<file path="config.mk">
export PLATFORM = sky130hd
export DESIGN_NAME = if_fetch_unit_flat
export DESIGN_NICKNAME = d
export VERILOG_FILES = /design/src/rtl/if_fetch_unit_pkg.sv /design/src/rtl/if_fetch_unit_if.sv /design/src/rtl/if_fetch_unit_skid.sv /design/src/rtl/if_fetch_unit.sv /design/src/flat_wrapper.sv
export SDC_FILE = /design/constraint.sdc
export NUM_CORES = 1
export LEC_CHECK = 0
export ABC_AREA = 1
export CAP_MARGIN = 20
export CORE_UTILIZATION = 30
export DETAILED_ROUTE_END_ITERATION = 10
export GPL_TIMING_DRIVEN = 0
export PLACE_DENSITY_LB_ADDON = 0.25
export SLEW_MARGIN = 20
export SYNTH_ARGS = -nofsm -noshare
export SYNTH_HDL_FRONTEND = slang
export SYNTH_SLANG_ARGS = --single-unit
export TNS_END_PERCENT = 1
</file>
<file path="constraint.sdc">
create_clock -name clk -period 4.3 [get_ports clk]
set_clock_uncertainty 0.2 [all_clocks]
set_input_delay 0.86 -clock clk [delete_from_list [all_inputs] [get_ports clk]]
set_output_delay 0.86 -clock clk [all_outputs]
set_load 0.02 [all_outputs]
</file>
<file path="src/rtl/if_fetch_unit_pkg.sv">
// Shared IF-stage widths, reset PC and the IF/ID bundle.
// Imported by the fetch unit, its skid entry and the ROM interface.
package if_fetch_unit_pkg;

  localparam int unsigned ADDR_W = 32;
  localparam int unsigned INST_W = 32;

  localparam logic [ADDR_W-1:0] RESET_PC = '0;
  localparam logic [ADDR_W-1:0] PC_STEP  = ADDR_W'(4);
  localparam logic [INST_W-1:0] NOP      = '0;

  typedef struct packed {
    logic              valid;
    logic [ADDR_W-1:0] pc;
    logic [INST_W-1:0] inst;
  } if_id_t;

  localparam if_id_t BUBBLE = '{
    valid: 1'b0,
    pc:    '0,
    inst:  NOP
  };

  function automatic logic [ADDR_W-1:0] next_pc(
    input logic [ADDR_W-1:0] pc
  );
    return pc + PC_STEP;
  endfunction

endpackage

</file>
<file path="src/rtl/if_fetch_unit_if.sv">
// Instruction ROM request/response bus.
// master = fetch unit, slave = ROM.
interface if_fetch_unit_if;
  import if_fetch_unit_pkg::*;

  logic              req;
  logic [ADDR_W-1:0] addr;
  logic              ready;
  logic              rvalid;
  logic [INST_W-1:0] rdata;

  modport master (
    output req,
    output addr,
    input  ready,
    input  rvalid,
    input  rdata
  );

  modport slave (
    input  req,
    input  addr,
    output ready,
    output rvalid,
    output rdata
  );

endinterface

</file>
<file path="src/rtl/if_fetch_unit_skid.sv">
// One-entry skid register holding a fetched pc/inst pair.
// load wins over clr so a drain and refill can share one edge.
module if_skid_buf
  import if_fetch_unit_pkg::*;
(
  input  logic   clk,
  input  logic   rst,
  input  logic   load,
  input  logic   clr,
  input  if_id_t d,
  output if_id_t q
);

  if_id_t ent_d;
  if_id_t ent_q;

  always_comb begin
    ent_d = ent_q;
    if (load) begin
      ent_d = d;
    end else if (clr) begin
      ent_d = BUBBLE;
    end
  end

  always_ff @(posedge clk or negedge rst) begin
    if (!rst) begin
      ent_q <= BUBBLE;
    end else begin
      ent_q <= ent_d;
    end
  end

  assign q = ent_q;

endmodule

</file>
<file path="src/rtl/if_fetch_unit.sv">
// Instruction-fetch stage: PC, single-outstanding ROM request,
// IF/ID output register with skid entry and branch squash.
module if_fetch_unit
  import if_fetch_unit_pkg::*;
(
  input  logic              clk,
  input  logic              rst,
  input  logic              stall,
  input  logic              branch_taken,
  input  logic [ADDR_W-1:0] branch_target,
  if_fetch_unit_if.master   rom,
  output logic [ADDR_W-1:0] if_pc,
  output logic [INST_W-1:0] if_inst,
  output logic              if_valid
);

  logic [ADDR_W-1:0] pc_d;
  logic [ADDR_W-1:0] pc_q;
  logic [ADDR_W-1:0] req_pc_d;
  logic [ADDR_W-1:0] req_pc_q;
  logic              outstanding_d;
  logic              outstanding_q;
  logic              drop_d;
  logic              drop_q;
  if_id_t            out_d;
  if_id_t            out_q;

  if_id_t            skid_q;
  if_id_t            rsp;
  logic              skid_load;
  logic              skid_clr;

  logic              req_acc;
  logic              rsp_hit;
  logic              rsp_keep;
  logic              take;
  logic              hold;

  // rst gates the request so nothing leaks out while reset is held
  assign rom.req  = rst & ~outstanding_q & ~skid_q.valid;
  assign rom.addr = pc_q;

  assign req_acc  = rom.req & rom.ready;
  assign rsp_hit  = outstanding_q & rom.rvalid;
  assign rsp_keep = rsp_hit & ~drop_q;

  assign rsp = '{
    valid: 1'b1,
    pc:    req_pc_q,
    inst:  rom.rdata
  };

  always_comb begin
    pc_d          = pc_q;
    req_pc_d      = req_pc_q;
    outstanding_d = outstanding_q;
    drop_d        = drop_q;

    if (req_acc) begin
      outstanding_d = 1'b1;
      req_pc_d      = pc_q;
      pc_d          = next_pc(pc_q);
    end else if (rsp_hit) begin
      outstanding_d = 1'b0;
      drop_d        = 1'b0;
    end

    // in-flight or just-issued request belongs to the old path
    if (branch_taken) begin
      pc_d   = branch_target;
      drop_d = (outstanding_q & ~rom.rvalid) | req_acc;
    end
  end

  assign take = ~branch_taken & (~stall | ~out_q.valid);
  assign hold = ~branch_taken & stall & out_q.valid;

  always_comb begin
    out_d     = out_q;
    skid_load = 1'b0;
    skid_clr  = 1'b0;

    unique case (1'b1)
      branch_taken: begin
        out_d    = BUBBLE;
        skid_clr = 1'b1;
      end
      take: begin
        if (skid_q.valid) begin
          out_d     = skid_q;
          skid_load = rsp_keep;
          skid_clr  = 1'b1;
        end else if (rsp_keep) begin
          out_d = rsp;
        end else begin
          out_d = BUBBLE;
        end
      end
      hold: begin
        skid_load = rsp_keep;
      end
      default: begin
        out_d = out_q;
      end
    endcase
  end

  if_skid_buf u_skid (
    .clk  (clk),
    .rst  (rst),
    .load (skid_load),
    .clr  (skid_clr),
    .d    (rsp),
    .q    (skid_q)
  );

  always_ff @(posedge clk or negedge rst) begin
    if (!rst) begin
      pc_q          <= RESET_PC;
      req_pc_q      <= '0;
      outstanding_q <= 1'b0;
      drop_q        <= 1'b0;
      out_q         <= BUBBLE;
    end else begin
      pc_q          <= pc_d;
      req_pc_q      <= req_pc_d;
      outstanding_q <= outstanding_d;
      drop_q        <= drop_d;
      out_q         <= out_d;
    end
  end

  assign if_pc    = out_q.pc;
  assign if_inst  = out_q.inst;
  assign if_valid = out_q.valid;

endmodule

</file>
<file path="src/flat_wrapper.sv">
// flat-port wrapper written by rule: the top's interface ports become plain ports
module if_fetch_unit_flat import if_fetch_unit_pkg::*;
  (clk, rst, stall, branch_taken, branch_target, if_pc, if_inst, if_valid, rom_req, rom_addr, rom_ready, rom_rvalid, rom_rdata);
  if_fetch_unit_if rom_i ();
  input  logic clk;
  input  logic rst;
  input  logic stall;
  input  logic branch_taken;
  input  logic [ADDR_W-1:0] branch_target;
  output logic [ADDR_W-1:0] if_pc;
  output logic [INST_W-1:0] if_inst;
  output logic if_valid;
  output wire logic [$bits(rom_i.req)-1:0] rom_req;
  output wire logic [$bits(rom_i.addr)-1:0] rom_addr;
  input wire logic [$bits(rom_i.ready)-1:0] rom_ready;
  input wire logic [$bits(rom_i.rvalid)-1:0] rom_rvalid;
  input wire logic [$bits(rom_i.rdata)-1:0] rom_rdata;
  assign rom_req = rom_i.req;
  assign rom_addr = rom_i.addr;
  assign rom_i.ready = rom_ready;
  assign rom_i.rvalid = rom_rvalid;
  assign rom_i.rdata = rom_rdata;
  if_fetch_unit u_core (.clk(clk), .rst(rst), .stall(stall), .branch_taken(branch_taken), .branch_target(branch_target), .rom(rom_i), .if_pc(if_pc), .if_inst(if_inst), .if_valid(if_valid));
endmodule
</file>
# Word level (Yosys, flattened, before mapping)
# Index checks and enable logic that the tools add are counted.
# classes
addsub,1
eq_ne,1
mux,15
n_bitwise,18
n_reduce_logical,6
# ops
operator,n
$mux W65,4
$pmux W65 S2,1
$mux W32,2
$add A32 B3 Y32 const B,1
$reduce_bool A2 Y1,5
$and A1 B1 Y1,9
$not A1 Y1,7
$mux W1,6
$pmux W1 S2,2
$ne A2 B2 Y1 const B,1
$or A1 B1 Y1,2
$reduce_and A2 Y1,1
# word_totals
register_bits,196
elab_cells,51

# Depth between registers and ports, before layout
# Gate-level depths: netlist of run 1.
# depth
ltp_word,6
depth_mapped,9
mapped_depth_nobuf,9

# Cells and area by module
# A second synthesis of run 1 with hierarchy kept.
# unflattened
cells_unflattened,1208
area_unflattened_um2,9579.2
# modules_own_cells
module,instances,cells_per_inst,area_per_inst_um2
if_fetch_unit,1,933,7133.1
if_skid_buf,1,275,2446.1

# Worst setup path after synthesis of run 1
# Ideal clock, no wire load.
# synth_timing
path_type,input to output
startpoint,input port rst
endpoint,output port rom_req
arrival_time_ns,1.178
path_slack_ns,2.062
stages,2
path_buffers,0
cell_sequence,nand2_1 > nor2_1
# synth_between
elab_chain_cells,2
# synth_rtl
element,line_no,text
start: declaration,flat_wrapper.sv:6,input logic rst;
$and A1 B1 Y1 (2 in series),if_fetch_unit.sv:40,assign rom.req = rst & ~outstanding_q & ~skid_q.valid;
end: declaration,flat_wrapper.sv:13,output wire logic [$bits(rom_i.req)-1:0] rom_req;
# Every way passes these cells.

# Worst setup path in the final report of run 1
# layout_timing
startpoint,register u_core.u_skid.ent_q (netlist bit u_core.u_skid.q[64])
endpoint,output port rom_req
# layout_between
elab_chain_cells,2
# layout_rtl
element,line_no,text
start: declaration,if_fetch_unit_skid.sv:15,if_id_t ent_q;
start signal: assignment,if_fetch_unit_skid.sv:30,ent_q <= ent_d;
$not A1 Y1,if_fetch_unit.sv:40,
$and A1 B1 Y1,if_fetch_unit.sv:40,
# Every way passes these cells.

==> results.toml, run 1 <==
[clock_tree]
cts_resized = 0
cts_made_buffers = 17
post_cts_buffers = 0
cts_hold_buf = 0
insertion_delay_ps = 430
cts_tree = "done"
cts_num_sinks = 196
cts-root-buf = "clkbuf_16"
clk_path_buf_depth = 2
clk_pin_slew_worst_paths_ps = 70
htreeDepth = 4

[final_layout]
area_delta_synth_final_pct = 29.03
design_area_um2 = 12430
layout_commonest_cell = "nand2_1"
drive_gt1_share_pct = 11.85
nets = 1409
layout_common_cells = "nand2_1, nand3_1, dfrtp_1, clkdlybuf4s50_1, inv_1"
fillers = 3274
antennaDiodeCount = 0

[critical_path]
r2r-start = "u_core.rom.addr[3]$_DFFE_PN0P_"
start_kind = "flip-flop"
path_cells = "buf_6 > buf_2 > buf_1 > nor2_1 > clkdlybuf4s50_1"
rrSetupSlack_ps = 2390
required_ps = 3240
worstRegToRegCells = 7
critPathMaxStageDelay_ps = 570
crit_path_top_delay_cell = "clkdlybuf4s50_1"
criticalPathCategory = "reg -> out"
worstPathArrival_ps = 2380
cp_max_fo = 10
r2r_end = "u_core.rom.addr[16]$_DFFE_PN0P_"
end_kind = "primary output"

[drt]
drt_first_iter_violations = 675
ant_nets = 0
routed_wl_um = 28530
vias_per_cell = 4.770
drc_errors = 0
dr.pass1.iters = 7
num_vias = 8357
wl_per_cell_um = 16.29

[pwr]
pwr-share-clk_pct = 36.4
power_frac_comb_pct = 15.7
p_int_mw = 3.045
power-per-cell-area_nw_per_um2 = 350.9
p_sw_share_pct = 30.21
switchingPower_mw = 1.318
total_power_mw = 4.363
ir_worst_vdd_mv = 0.2759
p_leak_nw = 5.774
p_seq_share_pct = 48.0

[logic_synthesis]
yosysTopAreaCell = "dfrtp_1"
synth_nets = 1222
synth_top_area_share_pct = 50.90
syn-instance-count = 1151
ys_ff_latch = 196
yosysWarnings = 0
yosysSeqAreaShare_pct = 50.90
syn_area_per_cell_um2 = 8.372
syn_area_um2 = 9637
yosys-top-cells-area = "dfrtp_1, nand3_1, nand2_1, inv_1, o21ai_2"
synth_cell_type_count = 31

[placement]
gp_congestion = 0.9013
io_buffers = 166
preCtsSetupSlack_ps = 1106
dp_hpwl_um = 21170
placed_area_um2 = 11860

[sta]
max_freq_ghz = 0.2904
rsz0062_at_grt = "no"
period_needed_ps = 3444
fin_ws_ps = 856.1
final.period_utilization_pct = 80.09
drv_slew = 0
maxSlewHeadroom_pct = 56.76
tightestPinTransition_ps = 648.5
timing.hold.ws_ps = 91.02
setup_viol = 0
hold_violations = 0

[global_routing]
busiest_layer = "met2"
grt_max_degree = 89
antenna_found_initial = 0
grt_pass1_vias = 8390
overflow = 0
met2_usage_pct = 29.03
grt_pass1_wl_um = 46510
track_usage_pct = 18.06
use_met3_pct = 2.842
grt_use_met1_pct = 25.53

[flow_run]
cap_violations = 0

[floorplan]
io_pins = 168
rows = 65
die_height_um = 181.2
fp.coreArea_um2 = 31560
die_x_um = 181.2
dieArea_um2 = 32840
initial_utilization_pct = 30.54

[outcome]
outcome = "finished clean"

[hold_path]
hold_path.class = "in -> async"
-- worst max-delay path: cells and delay by family (launching register included) --
family,cells,cell delay (ps)
simple gates,1,160
flops,1,340
buf+inv,4,1450
-- final cells by class --
class                      instances  area, µm²  area share (%)
sequential                       196       4905           39.44
multi-input combinational        749       3801           30.57
timing repair buffer             168       1722           13.85
tap                              402      503.0           4.045
inverter                         126      473.0           3.804
buffer                            80      457.9           3.683
clock buffer                      18      429.2           3.451
clock inverter                    13      143.9           1.157
-- metal layers --
metal	vias to the layer above	share of wire, %
met4	0	1.2
met2	226	46
met5	-	0
li1	4197	-
met3	18	4.4
met1	3916	48
-- metrics by stage --
stage / TNS [ps] / utilization, % / cells
after floorplan: 0 / - / 1151
after global placement: -1714650 / 37.40 / 1719
after detailed placement: 0 / 37.59 / 1721
after CTS: 0 / 39.41 / 1752
after global routing: 0 / 39.41 / 1752
final: 0 / 39.41 / 1752
-- Yosys cell counts, drive strengths merged --
| master | number |
|---|---|
| a21oi | 3 |
| o31ai | 1 |
| xor2 | 6 |
| nand3b | 1 |
| clkbuf | 17 |
| inv | 126 |
| buf | 63 |
| nor3 | 1 |
| o21ai | 125 |
| o211ai | 5 |
| dfrtp | 196 |
| nor2 | 52 |
| nand2 | 260 |
| ha | 1 |
| nand4 | 66 |
| a31oi | 2 |
| o21bai | 2 |
| nand3 | 224 |
-- power groups by stage --
stage | Combinational [mW] | Sequential [mW] | Clock (mW)
after global placement | 0.682 | 2.13 | 0
final | 0.684 | 2.09 | 1.59
after detailed placement | 0.692 | 2.13 | 0
after CTS | 0.696 | 2.09 | 1.63
after global routing | 0.764 | 2.11 | 1.70
after floorplan | 0.312 | 2.14 | 0
-- state kept, by name, summed over array words and instances (netlist names) --
name,cells
u_core.drop_q,1
u_core.if_inst,32
u_core.if_pc,32
u_core.if_valid,1
u_core.outstanding_q,1
u_core.req_pc_q,32
u_core.rom.addr,32
u_core.u_skid.q,65
-- worst max path at each step --
| stage | from | endpoint | slack (ps) | depth (start not counted) |
|---|---|---|---|---|
| finish | u_core.u_skid.q[64]$_DFFE_PN0P_ | rom_req | 860 | 5 |
| CTS | u_core.u_skid.q[64]$_DFFE_PN0P_ | rom_req | 830 | 5 |
| global route | u_core.u_skid.q[64]$_DFFE_PN0P_ | rom_req | 730 | 5 |
| floorplan | rst | rom_req | 2060 | 2 |
| detailed placement | rst | rom_req | 1110 | 4 |
| global placement | rst | rom_req | -7250 | 4 |
-- cell families (layout without fill, tap and decap cells) --
family	after synthesis	in the layout	synth area share (%)
AOI/OAI and AO/OA	138	138	9.439
xor gates and xnor gates	6	6	0.5453
adders and majority gates	1	1	0.1298
buffers and inverters	206	405	9.660
DFF	196	196	50.90
and+or+nand+nor	604	604	29.33
Note: power is estimated with default switching activity, not from simulation.
==> inputs of run 2 (changes only) <==
Clock period 4.3 ns to 3 ns, I/O delays scaled along.
==> run 2 against run 1 <==
Net effect:
- the flow now finishes with violations (negative hold slack)
- clock power grew 43%
- cell area grew 0.23%
- core utilization grew 0.091 points
- count of clock-buffer cells in the layout is the same
- routed wire length grew 0.16%
- largest cell class unchanged
==> results.toml, run 2 (synthesis results as in run 1) <==
[critical_path]
end_kind = "primary output"
criticalPathCategory = "reg -> out"
crit_buf_inv = 3
worstPathArrival_ps = 2060
path_delay_family = "buffers and inverters"
critPathMaxStageDelay_ps = 620
worstRegToRegCells = 7
cp_max_fo = 19
required_ps = 2200
path_cells = "buf_6 > buf_2 > nor2_2 > clkdlybuf4s50_1"
worst-path-stages = 4
crit_path_top_delay_cell = "clkdlybuf4s50_1"
start_kind = "flip-flop"

[pwr]
p_leak_nw = 5.786
power-per-cell-area_nw_per_um2 = 501.7
ir_worst_vdd_mv = 0.3948

[sta]
rsz0062_at_grt = "no"
tightestPinTransition_ps = 650.7
timing.hold.ws_ps = -7.846
drv_slew = 0
hold_violations = 4
setup_viol = 0
maxSlewHeadroom_pct = 56.62
final.period_utilization_pct = 95.27
period_needed_ps = 2858
max_freq_ghz = 0.3499

[clock_tree]
cts_tree = "done"
cts_made_buffers = 17
cts-root-buf = "clkbuf_16"
insertion_delay_ps = 430
post_cts_buffers = 0
htreeDepth = 4
cts_num_sinks = 196
clk_path_buf_depth = 2
clk_pin_slew_worst_paths_ps = 70

[placement]
dp_hpwl_um = 21170
gp_congestion = 0.9013
placed_area_um2 = 11860
io_buffers = 166

[drt]
wl_per_cell_um = 16.30
drt_first_iter_violations = 656
num_vias = 8324
dr.pass1.iters = 7
routed_wl_um = 28580
drc_errors = 0
ant_nets = 0
vias_per_cell = 4.748

[global_routing]
overflow = 0
antenna_found_initial = 0
grt_pass1_vias = 8396
grt_max_degree = 89
grt_pass1_wl_um = 46580
track_usage_pct = 18.10

[final_layout]
utilization_pct = 39.50
seqCellArea_um2 = 4905
area_delta_synth_final_pct = 29.33
multi_input_area_um2 = 3804
largest_reg_flops = 65
layout_common_cells = "nand2_1, nand3_1, dfrtp_1, clkdlybuf4s50_1, inv_1"
design_area_um2 = 12460
nets = 1410
layout_commonest_cell = "nand2_1"
fillers = 3275
drive_gt1_share_pct = 11.99
antennaDiodeCount = 0

[floorplan]
rows = 65
fp.coreArea_um2 = 31560
io_pins = 168
dieArea_um2 = 32840
initial_utilization_pct = 30.54
die_x_um = 181.2
die_height_um = 181.2

[hold_path]
hold_path.class = "in -> async"

[flow_run]
cap_violations = 0

[outcome]
outcome = "complete, but fails checks"
violations = "negative hold slack"
-- run 2: path summary, 6_finish.rpt --
| path | start | endpoint | slack, ps |
|---|---|---|---|
| setup / recovery | u_core.u_skid.q[64]$_DFFE_PN0P_ | rom_req | 140 |
| hold / removal | rst | u_core.rom.addr[5]$_DFFE_PN0P_ | -8 |
| setup reg to reg | u_core.rom.addr[3]$_DFFE_PN0P_ | u_core.rom.addr[16]$_DFFE_PN0P_ | 1100 |
| hold reg to reg | u_core.u_skid.q[45]$_DFFE_PN0P_ | u_core.u_skid.q[45]$_DFFE_PN0P_ | 280 |
| max in group asynchronous | rst | u_core.u_skid.q[51]$_DFFE_PN0P_ | 1870 |
| min in group clk | u_core.u_skid.q[45]$_DFFE_PN0P_ | u_core.u_skid.q[45]$_DFFE_PN0P_ | 280 |
-- run 2: repair_timing --
| action | 4_1_cts | 5_1_grt |
|---|---|---|
| setup endpoints to repair | 1 | 1 |
| resized for setup | 0 | 1 |
| hold buffers | 2 | 0 |
| hold endpoints to repair | 30 | 0 |
-- run 2: area by class of cell --
cell class | instances | share of cell area (%)
flip-flops and latches | 196 | 39.35
multi-input cells | 749 | 30.52
repair buffers | 170 | 14.05
well taps | 402 | 4.036
inverters | 126 | 3.795
plain buffers | 79 | 3.644
clock buffers | 18 | 3.443
clock inverters | 13 | 1.155
-- run 2: report_power, final --
group	switching [mW]	internal, mW	leakage [nW]
clock	1.09	1.17	0.277
sequential	0.190	2.81	2.62
combinational	0.601	0.386	2.89
-- run 2: metal layers --
| layer | vias up | wire length (µm) | part of all wire, % | GRT usage [%] |
|---|---|---|---|---|
| met3 | 16 | 1241 | 4.3 | 2.842 |
| met5 | - | 0 | 0 | 0 |
| met1 | 3906 | 13960 | 49 | 25.51 |
| met4 | 0 | 331 | 1.2 | 3.898 |
| li1 | 4195 | - | - | - |
| met2 | 207 | 13050 | 46 | 29.18 |
-- run 2: metrics by stage --
stage / hold slack (ps) / power, mW / std cells / setup slack (ps) / TNS (ps)
floorplan: 104.4 / 3.515 / 1151 / 1048 / 0
global placement: 263.6 / 4.027 / 1719 / -8029 / -1985830
detailed placement: 268.6 / 4.041 / 1721 / 251.4 / 0
CTS: 32.93 / 6.334 / 1753 / 76.19 / 0
global route: 17.27 / 6.568 / 1753 / 72.71 / 0
finish: -7.846 / 6.253 / 1753 / 141.9 / 0
